File: config.mk
export PLATFORM = sky130hd
export DESIGN_NAME = obstacle_avoid_fsm
export DESIGN_NICKNAME = d
export VERILOG_FILES = /design/src/rtl/obstacle_avoid_fsm.sv
export SDC_FILE = /design/constraint.sdc
export NUM_CORES = 1
export LEC_CHECK = 0
export CAP_MARGIN = 20
export CELL_PAD_IN_SITES_DETAIL_PLACEMENT = 0
export CELL_PAD_IN_SITES_GLOBAL_PLACEMENT = 1
export CORE_AREA = 2 2 161 84
export DETAILED_ROUTE_END_ITERATION = 10
export DIE_AREA = 0 0 163 86
export PLACE_DENSITY_LB_ADDON = 0.1
export SLEW_MARGIN = 10
export SYNTH_ARGS = -nofsm -noshare
export SYNTH_HDL_FRONTEND = slang
export SYNTH_SLANG_ARGS = --single-unit
export TNS_END_PERCENT = 5
File: constraint.sdc
create_clock -name clk -period 3 [get_ports clk]
set_input_delay 0.6 -clock clk [delete_from_list [all_inputs] [get_ports clk]]
set_output_delay 0.6 -clock clk [all_outputs]
set_load 0.02 [all_outputs]
File: src/rtl/obstacle_avoid_fsm.sv
// ---------------------------------------------------------------------------
// obstacle_avoid_fsm
// Autonomous-drive obstacle avoidance controller. Samples the ultrasonic
// distance once per SAMPLE_CYC clocks, counts consecutive "near" samples and,
// while driving forward, runs a fixed BRAKE -> REVERSE -> TURN manoeuvre once
// NEAR_CNT consecutive near samples have been seen.
//
// Ports
//   clk        in   1   system clock
//   rst        in   1   asynchronous active-low reset
//   en         in   1   autonomous drive enable (drop -> IDLE next edge)
//   dis        in  20   measured distance, 0.01 cm units, 0 = no echo yet
//   state      out  3   current state code (IDLE0 FWD1 BRAKE2 REV3 TURN4)
//   left_fwd   out  1   left motor forward
//   left_rev   out  1   left motor reverse
//   right_fwd  out  1   right motor forward
//   right_rev  out  1   right motor reverse
//   avoid_cnt  out  8   manoeuvres started, saturating at 255
// ---------------------------------------------------------------------------
module obstacle_avoid_fsm #(
    parameter int unsigned SAMPLE_CYC = 32'd10_000_000,
    parameter logic [19:0] THRESH     = 20'd4000,
    parameter int unsigned NEAR_CNT   = 32'd3,
    parameter int unsigned BRAKE_CYC  = 32'd5_000_000,
    parameter int unsigned REV_CYC    = 32'd50_000_000,
    parameter int unsigned TURN_CYC   = 32'd40_000_000
) (
    input  logic        clk,
    input  logic        rst,
    input  logic        en,
    input  logic [19:0] dis,
    output logic [2:0]  state,
    output logic        left_fwd,
    output logic        left_rev,
    output logic        right_fwd,
    output logic        right_rev,
    output logic [7:0]  avoid_cnt
);

    typedef enum logic [2:0] {
        ST_IDLE  = 3'd0,
        ST_FWD   = 3'd1,
        ST_BRAKE = 3'd2,
        ST_REV   = 3'd3,
        ST_TURN  = 3'd4
    } state_e;

    // Terminal values of the 32-bit timers (last cycle of each period).
    localparam logic [31:0] SAMPLE_LAST = 32'(SAMPLE_CYC - 32'd1);
    localparam logic [31:0] BRAKE_LAST  = 32'(BRAKE_CYC - 32'd1);
    localparam logic [31:0] REV_LAST    = 32'(REV_CYC - 32'd1);
    localparam logic [31:0] TURN_LAST   = 32'(TURN_CYC - 32'd1);
    localparam logic [31:0] NEAR_MAX    = 32'(NEAR_CNT);

    // Motor vector order: {left_fwd, left_rev, right_fwd, right_rev}.
    // Each pattern keeps fwd and rev exclusive per side by construction.
    function automatic logic [3:0] motor_decode(input state_e s);
        logic [3:0] m;
        case (s)
            ST_FWD:  m = 4'b1010;
            ST_REV:  m = 4'b0101;
            ST_TURN: m = 4'b1001;
            default: m = 4'b0000;
        endcase
        return m;
    endfunction

    state_e      state_q, state_d;
    logic [31:0] samp_q, samp_d;
    logic [31:0] near_q, near_d;
    logic [31:0] dwell_q, dwell_d;
    logic [7:0]  avoid_q, avoid_d;
    logic [3:0]  motor_q, motor_d;
    logic        samp_tick_s;
    logic        dis_near_s;

    // Next-state logic for the sample timer, near counter, FSM and outputs.
    always_comb begin
        samp_tick_s = (samp_q == SAMPLE_LAST);
        samp_d      = samp_tick_s ? 32'd0 : (samp_q + 32'd1);
        // No echo (dis == 0) is treated as far.
        dis_near_s  = (dis != 20'd0) && (dis < THRESH);

        near_d = near_q;
        if (samp_tick_s) begin
            if (dis_near_s) begin
                if (near_q < NEAR_MAX) begin
                    near_d = near_q + 32'd1;
                end else begin
                    near_d = NEAR_MAX;
                end
            end else begin
                near_d = 32'd0;
            end
        end else begin
            near_d = near_q;
        end

        state_d = state_q;
        avoid_d = avoid_q;
        if (!en) begin
            // Enable drop overrides every other transition.
            state_d = ST_IDLE;
            near_d  = 32'd0;
        end else begin
            case (state_q)
                ST_IDLE: begin
                    state_d = ST_FWD;
                end
                ST_FWD: begin
                    if (near_q == NEAR_MAX) begin
                        state_d = ST_BRAKE;
                        avoid_d = (avoid_q == 8'hFF) ? avoid_q : (avoid_q + 8'd1);
                    end else begin
                        state_d = ST_FWD;
                    end
                end
                ST_BRAKE: begin
                    if (dwell_q == BRAKE_LAST) begin
                        state_d = ST_REV;
                    end else begin
                        state_d = ST_BRAKE;
                    end
                end
                ST_REV: begin
                    if (dwell_q == REV_LAST) begin
                        state_d = ST_TURN;
                    end else begin
                        state_d = ST_REV;
                    end
                end
                ST_TURN: begin
                    if (dwell_q == TURN_LAST) begin
                        // Re-arm obstacle detection for the new heading.
                        state_d = ST_FWD;
                        near_d  = 32'd0;
                    end else begin
                        state_d = ST_TURN;
                    end
                end
                default: begin
                    state_d = ST_IDLE;
                end
            endcase
        end

        // Dwell timer restarts on every state entry and only runs in timed states.
        if (state_d != state_q) begin
            dwell_d = 32'd0;
        end else if ((state_q == ST_BRAKE) || (state_q == ST_REV) || (state_q == ST_TURN)) begin
            dwell_d = dwell_q + 32'd1;
        end else begin
            dwell_d = 32'd0;
        end

        // Decoding the next state keeps motors in step with the state register.
        motor_d = motor_decode(state_d);
    end

    // State, timers, counters and registered outputs.
    always_ff @(posedge clk or negedge rst) begin
        if (!rst) begin
            state_q <= ST_IDLE;
            samp_q  <= 32'd0;
            near_q  <= 32'd0;
            dwell_q <= 32'd0;
            avoid_q <= 8'd0;
            motor_q <= 4'b0000;
        end else begin
            state_q <= state_d;
            samp_q  <= samp_d;
            near_q  <= near_d;
            dwell_q <= dwell_d;
            avoid_q <= avoid_d;
            motor_q <= motor_d;
        end
    end

    assign state     = state_q;
    assign left_fwd  = motor_q[3];
    assign left_rev  = motor_q[2];
    assign right_fwd = motor_q[1];
    assign right_rev = motor_q[0];
    assign avoid_cnt = avoid_q;

endmodule

==> results.sh <==
export IMPL_outcome="completed"
export IMPL_post_route_cells_drive_above_1_share_pct=7.630
export IMPL_clock_path_buffers=2
export IMPL_synth_cell_type_count=43
export IMPL_drt_drc_violations_left=0
export IMPL_cts_inserted_buffers=9
export IMPL_setup_viol=0
export IMPL_r2r_startpoint="samp_q[13]"
export IMPL_fp_dieW_um=163
export IMPL_postCtsSetupRepairBufs=0
export IMPL_cellPowerDensity_mw_per_mm2=438.1
export IMPL_required_ps=3230
export IMPL_finalMaxSlewViolations=0
export IMPL_ys_warnings_count=0
export IMPL_vdd_ir_drop_worst_mv=0.2513
export IMPL_nets=638
export IMPL_worst_r2r_path_depth=6
export IMPL_synth_flop_type="dfrtp_1"
export IMPL_synth_sequential_area_ratio_pct=49.63
export IMPL_detailed_place_hpwl_um=8848
export IMPL_max_cap_viol_count=0
export IMPL_final_hold_viol_count=0
export IMPL_route_final_wire_length_um=13090
export IMPL_ys_async_sr_fraction_pct=100.0
export IMPL_n_antenna_cell=0
export IMPL_antenna_violations_before_repair=0
export IMPL_grt_pass1_vias=4499
export IMPL_skew_ps=9.034
export IMPL_tightestPinTransition_ps=840.9
export IMPL_floorplan_die_area_sq_mm=0.01402
export IMPL_final_seq_area_sq_mm=0.002778
export IMPL_grt_first_pass_wirelength_um=22580
export IMPL_routed_wire_length_per_instance_um=16.65
export IMPL_setup_cp_type="reg -> reg"
export IMPL_maximum_number_of_pins_on_one_net_before_global_route_repair=50
export IMPL_clkLatencyLatePin_ps=350
export IMPL_grt_util_all_layers_pct=20.15
export IMPL_htree_levels=3
export IMPL_row_count=29
export IMPL_drt_antenna_violating_nets=0
export IMPL_area_growth_syn_to_layout_pct=18.89
export IMPL_slew_limit_headroom_pct=43.51
export IMPL_period_needed_ps=2704
export IMPL_rsz_0062_raised_after_global_routing="no"
export IMPL_setup_worst_path_start_class="register"
export IMPL_drtPass1Iterations=4
export IMPL_setup_ws_ps=295.8
export IMPL_cts_tree="built"
export IMPL_gpl_final_weighted_congestion=0.7928
export IMPL_nFillCells=1185
export IMPL_fin_crit_sh_pct=90.14
export IMPL_root_buffer="clkbuf_16"
export IMPL_critical_path_max_fanout=28
export IMPL_globalRoute_totalOverflow=0
export IMPL_cts_repair_resized=0
export IMPL_port_buffers=37
export IMPL_die_h_um=86
export IMPL_ios=38
export IMPL_drtIter0Drc=344
export IMPL_core_area_sq_mm=0.01252
export IMPL_area_of_the_multi_input_gates_sq_mm=0.002699
export IMPL_power_leakage_nw=2.728
export IMPL_worst_hold_path_type="in -> async"
export IMPL_post_drt_via_cell_ratio=5.723
export IMPL_synth_enable_flop_cells=0
export IMPL_worst_setup_path_end_kind="register"
export IMPL_final_setup_tns_ps=0
export IMPL_synth_cells=563
export IMPL_vias=4498
export IMPL_mean_syn_cell_area_sq_um=9.941
export IMPL_syn_nets=590
export IMPL_initial_core_util_pct=44.71
export IMPL_fmaxAchievable_mhz=369.8
export IMPL_holdBufCountCts=0
export IMPL_reg2reg_slack_ps=300
export IMPL_clkTransAtPathRegs_ps=80
export IMPL_rr_endpoint="near_q[17]"
export IMPL_cts_sinks=111
export IMPL_netlist_area_before_placement_sq_mm=0.005597
export IMPL_ys_ff_latch=111
export IMPL_place_worst_setup_slack_ps=318.9
export IMPL_critPathArrivalTime_ps=2940
-- where the power goes --
part	internal, W	switching [W]	total [W]	leakage (nW)
Clock	0.000761	0.000564	0.00133	0.161
Sequential	0.00150	0.00000204	0.00150	1.53
Combinational	0.0000393	0.0000512	0.0000905	1.04
Total	0.00230	0.000617	0.00291	2.73
-- critical path, stage by stage (launching register included) --
cell and delay (ps):
dfrtp_1 450, or4b_1 530, or4_4 520, or4_4 580, a41oi_4 210, buf_12 200
nor3_1 80
-- final cells by class --
type | count | area share, %
clock inverters | 6 | 1.392
repair buffers | 59 | 8.951
clock buffers | 10 | 3.592
flip-flops and latches | 111 | 41.74
multi-input cells | 420 | 40.56
well taps | 170 | 3.197
inverters | 10 | 0.5641
-- state kept, by name, indices dropped and copies added, names as in the netlist --
name,count
avoid_cnt,8
dwell_q,32
near_q,32
samp_q,32
state,3
motor_q,4
-- placed cells by master, fill, tap and decap left out, types with 3 or more instances in the layout --
cell               n
nor4bb_1           3
nor4b_1            5
nand2_1           33
inv_1             10
clkdlybuf4s50_1   36
a31oi_1           10
nand3_1           28
buf_4             18
nand4_1           34
o22ai_1            3
and4_1            10
dfrtp_1          111
xor2_1            38
xnor2_1           29
nor2b_1            3
nor3b_1            3
ha_1               4
a41oi_1           11
clkbuf_16          9
a21oi_1           13
buf_12             5
nor3_1            58
nor4_1            42
or4_1              5
nand2b_1           5
nor2_1            34
and3_1            23
and2_1             7
-- metrics by stage --
step	std cells	area, sq um	power [W]	hold WS, ps	utilization, %
2_1_floorplan	563	5597	0.001543	304.4	-
3_3_place_gp	770	6322	0.001621	439.7	50.50
3_5_place_dp	770	6322	0.001623	454.3	50.50
4_1_cts	786	6654	0.002955	306.2	53.15
5_1_grt	786	6654	0.003029	332.1	53.15
6_report	786	6654	0.002915	280.5	53.15
-- metal layers --
layer	vias to the layer above	GRT usage (%)	wire length, um
met5	-	0	0
met4	0	4.586	141
met3	15	4.110	349
li1	2212	-	-
met1	2220	27.37	6378
met2	51	33.59	6216
-- synthesized netlist by cell type, types with 11 or more instances --
cell      number  share of area [%]
dfrtp_1      111                 50
nor3_1        58                5.2
nor4_1        42                4.7
xor2_1        38                5.9
nand4_1       34                3.8
nor2_1        34                2.3
nand2_1       33                2.2
xnor2_1       29                4.5
nand3_1       28                2.5
and3_1        23                2.6
clkbuf_1      16                1.1
a21oi_1       14                1.3
a41oi_1       11                1.7
-- how the worst max path moves through the flow --
stage | slack (ps) | cells after the start | end | from
5_1_grt | 210 | 6 | near_q[11] | samp_q[13]
2_1_floorplan | 360 | 6 | near_q[10] | samp_q[13]
4_1_cts | 290 | 6 | near_q[11] | samp_q[13]
6_report | 300 | 6 | near_q[17] | samp_q[13]
3_5_place_dp | 320 | 6 | near_q[13] | samp_q[13]
3_3_place_gp | 370 | 6 | near_q[6] | samp_q[13]
-- cell families after synthesis --
| logic type | Yosys count | share of synthesized area (%) |
|---|---|---|
| buffers and inverters | 32 | 2.437 |
| multiplexers | 1 | 0.2012 |
| flip-flops | 111 | 49.63 |
| XOR/XNOR | 67 | 10.49 |
| AO/OA/AOI/OAI | 46 | 5.813 |
| AND/OR/NAND/NOR | 302 | 30.54 |
| adder cells (fa/ha/maj) | 4 | 0.8943 |
(Power assumes the default switching activity.)
